File: config.mk
export PLATFORM = sky130hd
export DESIGN_NAME = seq_alu
export DESIGN_NICKNAME = d
export VERILOG_FILES = /design/src/rtl/alu_pkg.sv /design/src/rtl/seq_mul.sv /design/src/rtl/seq_alu.sv
export SDC_FILE = /design/constraint.sdc
export NUM_CORES = 1
export LEC_CHECK = 0
export BUFFER_PORTS_ARGS = -buffer_cell sky130_fd_sc_hd__buf_2
export CORE_ASPECT_RATIO = 0.7
export CORE_MARGIN = 4
export CORE_UTILIZATION = 45
export CTS_BUF_LIST = sky130_fd_sc_hd__clkbuf_4
export DETAILED_ROUTE_END_ITERATION = 10
export PLACE_DENSITY = 0.68
export SLEW_MARGIN = 30
export SYNTH_ARGS = -nofsm -noshare
export SYNTH_HDL_FRONTEND = slang
export SYNTH_SLANG_ARGS = --single-unit
File: constraint.sdc
create_clock -name clk -period 5.8 [get_ports clk]
set_input_delay 1.45 -clock clk [delete_from_list [all_inputs] [get_ports clk]]
set_output_delay 1.45 -clock clk [all_outputs]
set_load 0.05 [all_outputs]
File: src/rtl/alu_pkg.sv
// Shared opcode and FSM state encodings for the sequential ALU.
package alu_pkg;

    typedef enum logic [2:0] {
        FN_ADD = 3'd0,
        FN_SUB = 3'd1,
        FN_OR  = 3'd2,
        FN_AND = 3'd3,
        FN_XOR = 3'd4,
        FN_SHL = 3'd5,
        FN_SHR = 3'd6,
        FN_MUL = 3'd7
    } alu_fn_e;

    typedef enum logic [1:0] {
        ST_IDLE = 2'd0,
        ST_BUSY = 2'd1,
        ST_DONE = 2'd2
    } alu_state_e;

endpackage

File: src/rtl/seq_mul.sv
// Iterative shift-add multiplier: one multiplier bit per cycle, WIDTH cycles per product.
module seq_mul #(
    parameter int WIDTH = 8
) (
    input  logic               clk,
    input  logic               reset,
    input  logic               start,
    input  logic [WIDTH-1:0]   a,
    input  logic [WIDTH-1:0]   b,
    output logic               done,
    output logic [2*WIDTH-1:0] product
);

    localparam int CW = $clog2(WIDTH) + 1;

    logic [2*WIDTH-1:0] mcand_q, mcand_d;
    logic [2*WIDTH-1:0] acc_q, acc_d;
    logic [WIDTH-1:0]   mplier_q, mplier_d;
    logic [CW-1:0]      cnt_q, cnt_d;
    logic               busy;
    logic [2*WIDTH-1:0] step_acc;

    assign busy     = (cnt_q != '0);
    assign step_acc = acc_q + (mplier_q[0] ? mcand_q : '0);

    // product carries the final step combinationally so the caller can latch it on done.
    assign done    = busy && (cnt_q == CW'(1));
    assign product = step_acc;

    always_comb begin
        mcand_d  = mcand_q;
        acc_d    = acc_q;
        mplier_d = mplier_q;
        cnt_d    = cnt_q;
        if (start) begin
            mcand_d  = {{WIDTH{1'b0}}, a};
            mplier_d = b;
            acc_d    = '0;
            cnt_d    = CW'(WIDTH);
        end else if (busy) begin
            acc_d    = step_acc;
            mcand_d  = mcand_q << 1;
            mplier_d = mplier_q >> 1;
            cnt_d    = cnt_q - CW'(1);
        end
    end

    always_ff @(posedge clk) begin
        if (reset) begin
            mcand_q  <= '0;
            acc_q    <= '0;
            mplier_q <= '0;
            cnt_q    <= '0;
        end else begin
            mcand_q  <= mcand_d;
            acc_q    <= acc_d;
            mplier_q <= mplier_d;
            cnt_q    <= cnt_d;
        end
    end

endmodule

File: src/rtl/seq_alu.sv
// Sequential ALU: single-cycle logic/arith/shift ops, iterative MUL, result held until consumed.
module seq_alu
    import alu_pkg::*;
#(
    parameter  int WIDTH = 8,
    localparam int SHW   = $clog2(WIDTH)
) (
    input  logic             clk,
    input  logic             reset,
    input  logic             io_in_valid,
    output logic             io_in_ready,
    input  logic [2:0]       io_fn,
    input  logic [WIDTH-1:0] io_a,
    input  logic [WIDTH-1:0] io_b,
    output logic             io_out_valid,
    input  logic             io_out_ready,
    output logic [WIDTH-1:0] io_result,
    output logic             io_zero,
    output logic             io_carry,
    output alu_state_e       dbg_state
);

    // Handshakes: a transfer happens on a rising edge where valid and ready are both high;
    // once valid is raised, it and the payload hold until that transfer.
    alu_state_e         state_q, state_d;
    logic [WIDTH-1:0]   result_q, result_d;
    logic               zero_q, zero_d;
    logic               carry_q, carry_d;

    logic               accept;
    logic               mul_start;
    logic               mul_done;
    logic [2*WIDTH-1:0] mul_product;
    logic [WIDTH:0]     add_w;
    logic [SHW-1:0]     shamt;
    logic [WIDTH-1:0]   op_res;
    logic               op_carry;

    assign io_in_ready  = (state_q == ST_IDLE);
    assign io_out_valid = (state_q == ST_DONE);
    assign io_result    = result_q;
    assign io_zero      = zero_q;
    assign io_carry     = carry_q;
    assign dbg_state    = state_q;

    assign accept    = io_in_valid && io_in_ready;
    assign mul_start = accept && (alu_fn_e'(io_fn) == FN_MUL);
    assign add_w     = {1'b0, io_a} + {1'b0, io_b};
    assign shamt     = io_b[SHW-1:0];

    always_comb begin
        op_res   = '0;
        op_carry = 1'b0;
        case (alu_fn_e'(io_fn))
            FN_ADD: begin
                op_res   = add_w[WIDTH-1:0];
                op_carry = add_w[WIDTH];
            end
            FN_SUB: begin
                op_res   = io_a - io_b;
                op_carry = (io_a < io_b);
            end
            FN_OR:   op_res = io_a | io_b;
            FN_AND:  op_res = io_a & io_b;
            FN_XOR:  op_res = io_a ^ io_b;
            FN_SHL:  op_res = io_a << shamt;
            FN_SHR:  op_res = io_a >> shamt;
            default: op_res = '0;
        endcase
    end

    seq_mul #(.WIDTH(WIDTH)) u_mul (
        .clk     (clk),
        .reset   (reset),
        .start   (mul_start),
        .a       (io_a),
        .b       (io_b),
        .done    (mul_done),
        .product (mul_product)
    );

    always_comb begin
        state_d  = state_q;
        result_d = result_q;
        zero_d   = zero_q;
        carry_d  = carry_q;
        case (state_q)
            ST_IDLE: begin
                if (accept) begin
                    if (alu_fn_e'(io_fn) == FN_MUL) begin
                        state_d = ST_BUSY;
                    end else begin
                        state_d  = ST_DONE;
                        result_d = op_res;
                        zero_d   = (op_res == '0);
                        carry_d  = op_carry;
                    end
                end
            end
            ST_BUSY: begin
                if (mul_done) begin
                    state_d  = ST_DONE;
                    result_d = mul_product[WIDTH-1:0];
                    zero_d   = (mul_product[WIDTH-1:0] == '0);
                    carry_d  = |mul_product[2*WIDTH-1:WIDTH];
                end
            end
            ST_DONE: begin
                if (io_out_ready) begin
                    state_d = ST_IDLE;
                end
            end
            default: state_d = ST_IDLE;
        endcase
    end

    always_ff @(posedge clk) begin
        if (reset) begin
            state_q  <= ST_IDLE;
            result_q <= '0;
            zero_q   <= 1'b0;
            carry_q  <= 1'b0;
        end else begin
            state_q  <= state_d;
            result_q <= result_d;
            zero_q   <= zero_d;
            carry_q  <= carry_d;
        end
    end

endmodule

==> results.md <==
- Outcome: completed
- Initial detailed-routing violation count: 662
- Post-synth ARST share: 0
- Drt first pass iters: 5
- Die area: 11,900 sq um
- Detailed Route WL: approximately 14,000 um
- Worst r2r src: u_mul.mplier_q[0]
- Worst Hold Class: reg -> reg
- CTS Buf Count: 5
- Hpwl dp: roughly 11,000 um
- Relative slew slack: 0.386
- Worst hold margin: 0.466 ns
- Clk_lat worst skew: 0.40 ns
- Most frequent cells in the layout: nand2_1 (101), a21oi_1 (56), dfxtp_1 (56)
- Crit path buffers/inverters: 2
- Layout net count: 691
- Crit path capture type: register
- Fmax: 255 MHz
- DR WL/cell: 18.3 um
- Worst hold endpoint: io_result[2]
- Crit-path cells: buf_2 > inv_1 > ha_1 > o21bai_1 > a21oi_1 > nor4_1 > o21a_1 > a2111oi_0 > o21ai_0 > o21ai_0 > nor2_1
- CTS tree: built
- Power per cell area: 248 nW/um^2
- Kind of cell adding the most delay to the critical path: compound AO/OA/AOI/OAI gates
- Remaining Overflow, GRT: 0
- Final WS setup: 1.87 ns
- Pre-CTS setup slack: 1.53 ns
- Commonest non-fill, non-tap cell in the layout: nand2_1
- DIE WIDTH: 129 um
- Slew Limit Fails: 0
- Largest net degree at the start of global routing: 33
- CTS Root Buffer Type: clkbuf_4
- CTS-repair resized insts: 0
- RSZ-0062 raised after global routing: false
- First-pass GRT wire length: 21,700 um
- Worst setup SP type: primary input
- Area of the mapped netlist: 4610 sq um
- Top cell type's share of synthesized area: 0.243
- Tcrit/Tclk final: 0.677
- Leakage: around 2.0 nW
- Final Cell Area: 4910 sq um
- Clock skew: 0.00951 ns
- VDD IR max: 0.000242 V
- Top FF cell, synth: dfxtp_1
- Die Ht: 92.7 um
- Number of flops mapped to enable cells by yosys: 0
- Hold buffer count at CTS: 0
- Final TNS setup: 0 ns
- H-tree levels: 2
- Worst hold path stage count: 2
- Setup slack, reg-to-reg: 2.43 ns
- Initial core utilization: 0.469
- Number of global-route vias before repair: between 3,000 and 4,000
- Post-DP Area: 4820 sq um
- # DRC: 0
- Max_cap viols: 0
- Ranking of synthesized cells by area: dfxtp_1 (24%), ha_1 (12%), nand2_1 (8.2%)
- Antenna-violating nets left: 0
- Area Overhead vs Synth: 6.54%
- Peak per-stage delay on the critical path: 0.58 ns
- Part of the power in registers: 0.374
- Initial antenna violation count: 0
- Max FO, Critical Path: 25
- Flip-flop and latch count after synthesis: 56
- Clock Sink Count: 56
- Synth Instances: 613
- Net Switching: 0.542 mW
- Switching fraction of total power: 0.446
- Library cells used by synthesis: 58
- Final min period: 3.93 ns
- RR Endpoint: io_carry
- Post-Syn Nets: between 600 and 700
- Final hold vios: 0
- Syn Area/Cell: 7.52 sq um
- Row cnt: 30
- Share of layout cells above drive strength 1: 0.104
- Via-per-instance ratio: about 6
- Yosys Warn Count: 0
- Most frequent CP cell: o21ai_0
- ANT cells: 0
- Int Power: 0.674 mW
- Crit-path slowest cell: a2111oi_0
- Hold Path Origin: io_result[2]
- Gpl congestion: 0.980
- Comb pwr share: 0.435
- Clk slew on worst S/H paths: approximately 0.16 ns
- GRT Util Overall: 0.228
- Via count: roughly 4,500
- Crit path kind: in -> reg
- Bufs on Longest Clock Path: 2
- # port buffers: 36
- I/O Pins: 37
- Setup repair bufs after CTS: 0
- Largest area contributor in the netlist: dfxtp_1
- Part of the Yosys area used for sequential elements: 0.243
- Critical path data arrival time: 4.21 ns
- Setup violators final: 0
- Tightest Pin Transition: 0.914 ns
- Clock power frac: 0.191
- Required @ worst endpoint: 6.08 ns
- Core Region: 9830 sq um
- Worst-case reg-to-reg path depth: 11
## worst register-to-register path, delay by kind of cell, from the launching register on
family	cells	cell delay, ns
adders and majority gates	2	0.64
and+or+nand+nor	2	0.55
DFF	1	0.51
AOI/OAI and AO/OA	6	1.43
xor gates and xnor gates	1	0.14
## final cells by class
type | instances | area (sq um)
Fill cell | 991 | 4920
Sequential cell | 56 | 1120
Multi-Input combinational cell | 488 | 3220
Clock inverter | 2 | 38.8
Clock buffer | 6 | 45.0
Tap cell | 128 | 160
Timing Repair Buffer | 39 | 203
Inverter | 32 | 120
## power groups by stage
stage	sequential (mW)	combinational (mW)	clock, mW
after floorplan	0.483	0.354	0
after global placement	0.459	0.510	0
after detailed placement	0.464	0.518	0
after CTS	0.455	0.520	0.234
after global routing	0.461	0.580	0.249
final	0.455	0.529	0.232
## routing by layer
metal | vias up | global-route usage | routed length (um)
li1 | 2187 | - | -
met1 | 2151 | 0.374 | 7250
met2 | 144 | 0.301 | 5370
met3 | 11 | 0.0513 | 1010
met4 | 0 | 0.0306 | 82
met5 | - | 0 | 0
## logic make-up after synthesis
logic type,share of synthesized area
AO/OA/AOI/OAI,0.251
AND/OR/NAND/NOR,0.238
multiplexers,0.0350
adder cells (fa/ha/maj),0.130
flip-flops,0.243
buffers and inverters,0.0611
XOR/XNOR,0.0418
## Yosys cell counts (4+ instances only)
master,number
xnor2_1,15
o31ai_1,6
a21oi_1,56
mux4_2,4
o211ai_1,8
inv_1,32
nor2_1,53
dfxtp_1,56
nor2b_1,9
nor3_1,12
a211oi_1,15
buf_2,6
nand3_1,9
or3_1,4
o21bai_1,7
xor2_1,7
and2_1,18
a221o_1,4
o21ai_0,25
mux2i_1,6
nand2b_1,8
ha_1,43
a21o_1,5
a311oi_1,15
clkbuf_1,29
nand2_1,101
## metrics by stage
stage	utilization	cells	power, mW
CTS	0.499	751	1.21
detailed placement	0.490	743	0.981
global placement	0.490	743	0.969
global route	0.499	751	1.29
floorplan	-	613	0.837
finish	0.499	751	1.22
## registers in the layout (all words and copies together) (netlist names)
register / count
dbg_state: 2
io_carry: 1
io_result: 8
io_zero: 1
u_mul.acc_q: 16
u_mul.cnt_q: 4
u_mul.mcand_q: 16
u_mul.mplier_q: 8
## how the worst max path moves through the flow
stage | start | endpoint | slack, ns | depth (start not counted)
6_report | io_b[1] | io_result[5] | 1.87 | 11
5_1_grt | io_b[1] | io_result[5] | 1.72 | 10
4_1_cts | io_b[1] | io_result[5] | 1.94 | 11
3_5_place_dp | io_b[1] | io_result[5] | 1.53 | 10
3_3_place_gp | io_b[1] | io_result[7] | 1.60 | 11
2_1_floorplan | io_b[2] | io_result[7] | 1.90 | 12
Power figures use the tool's default switching activity.
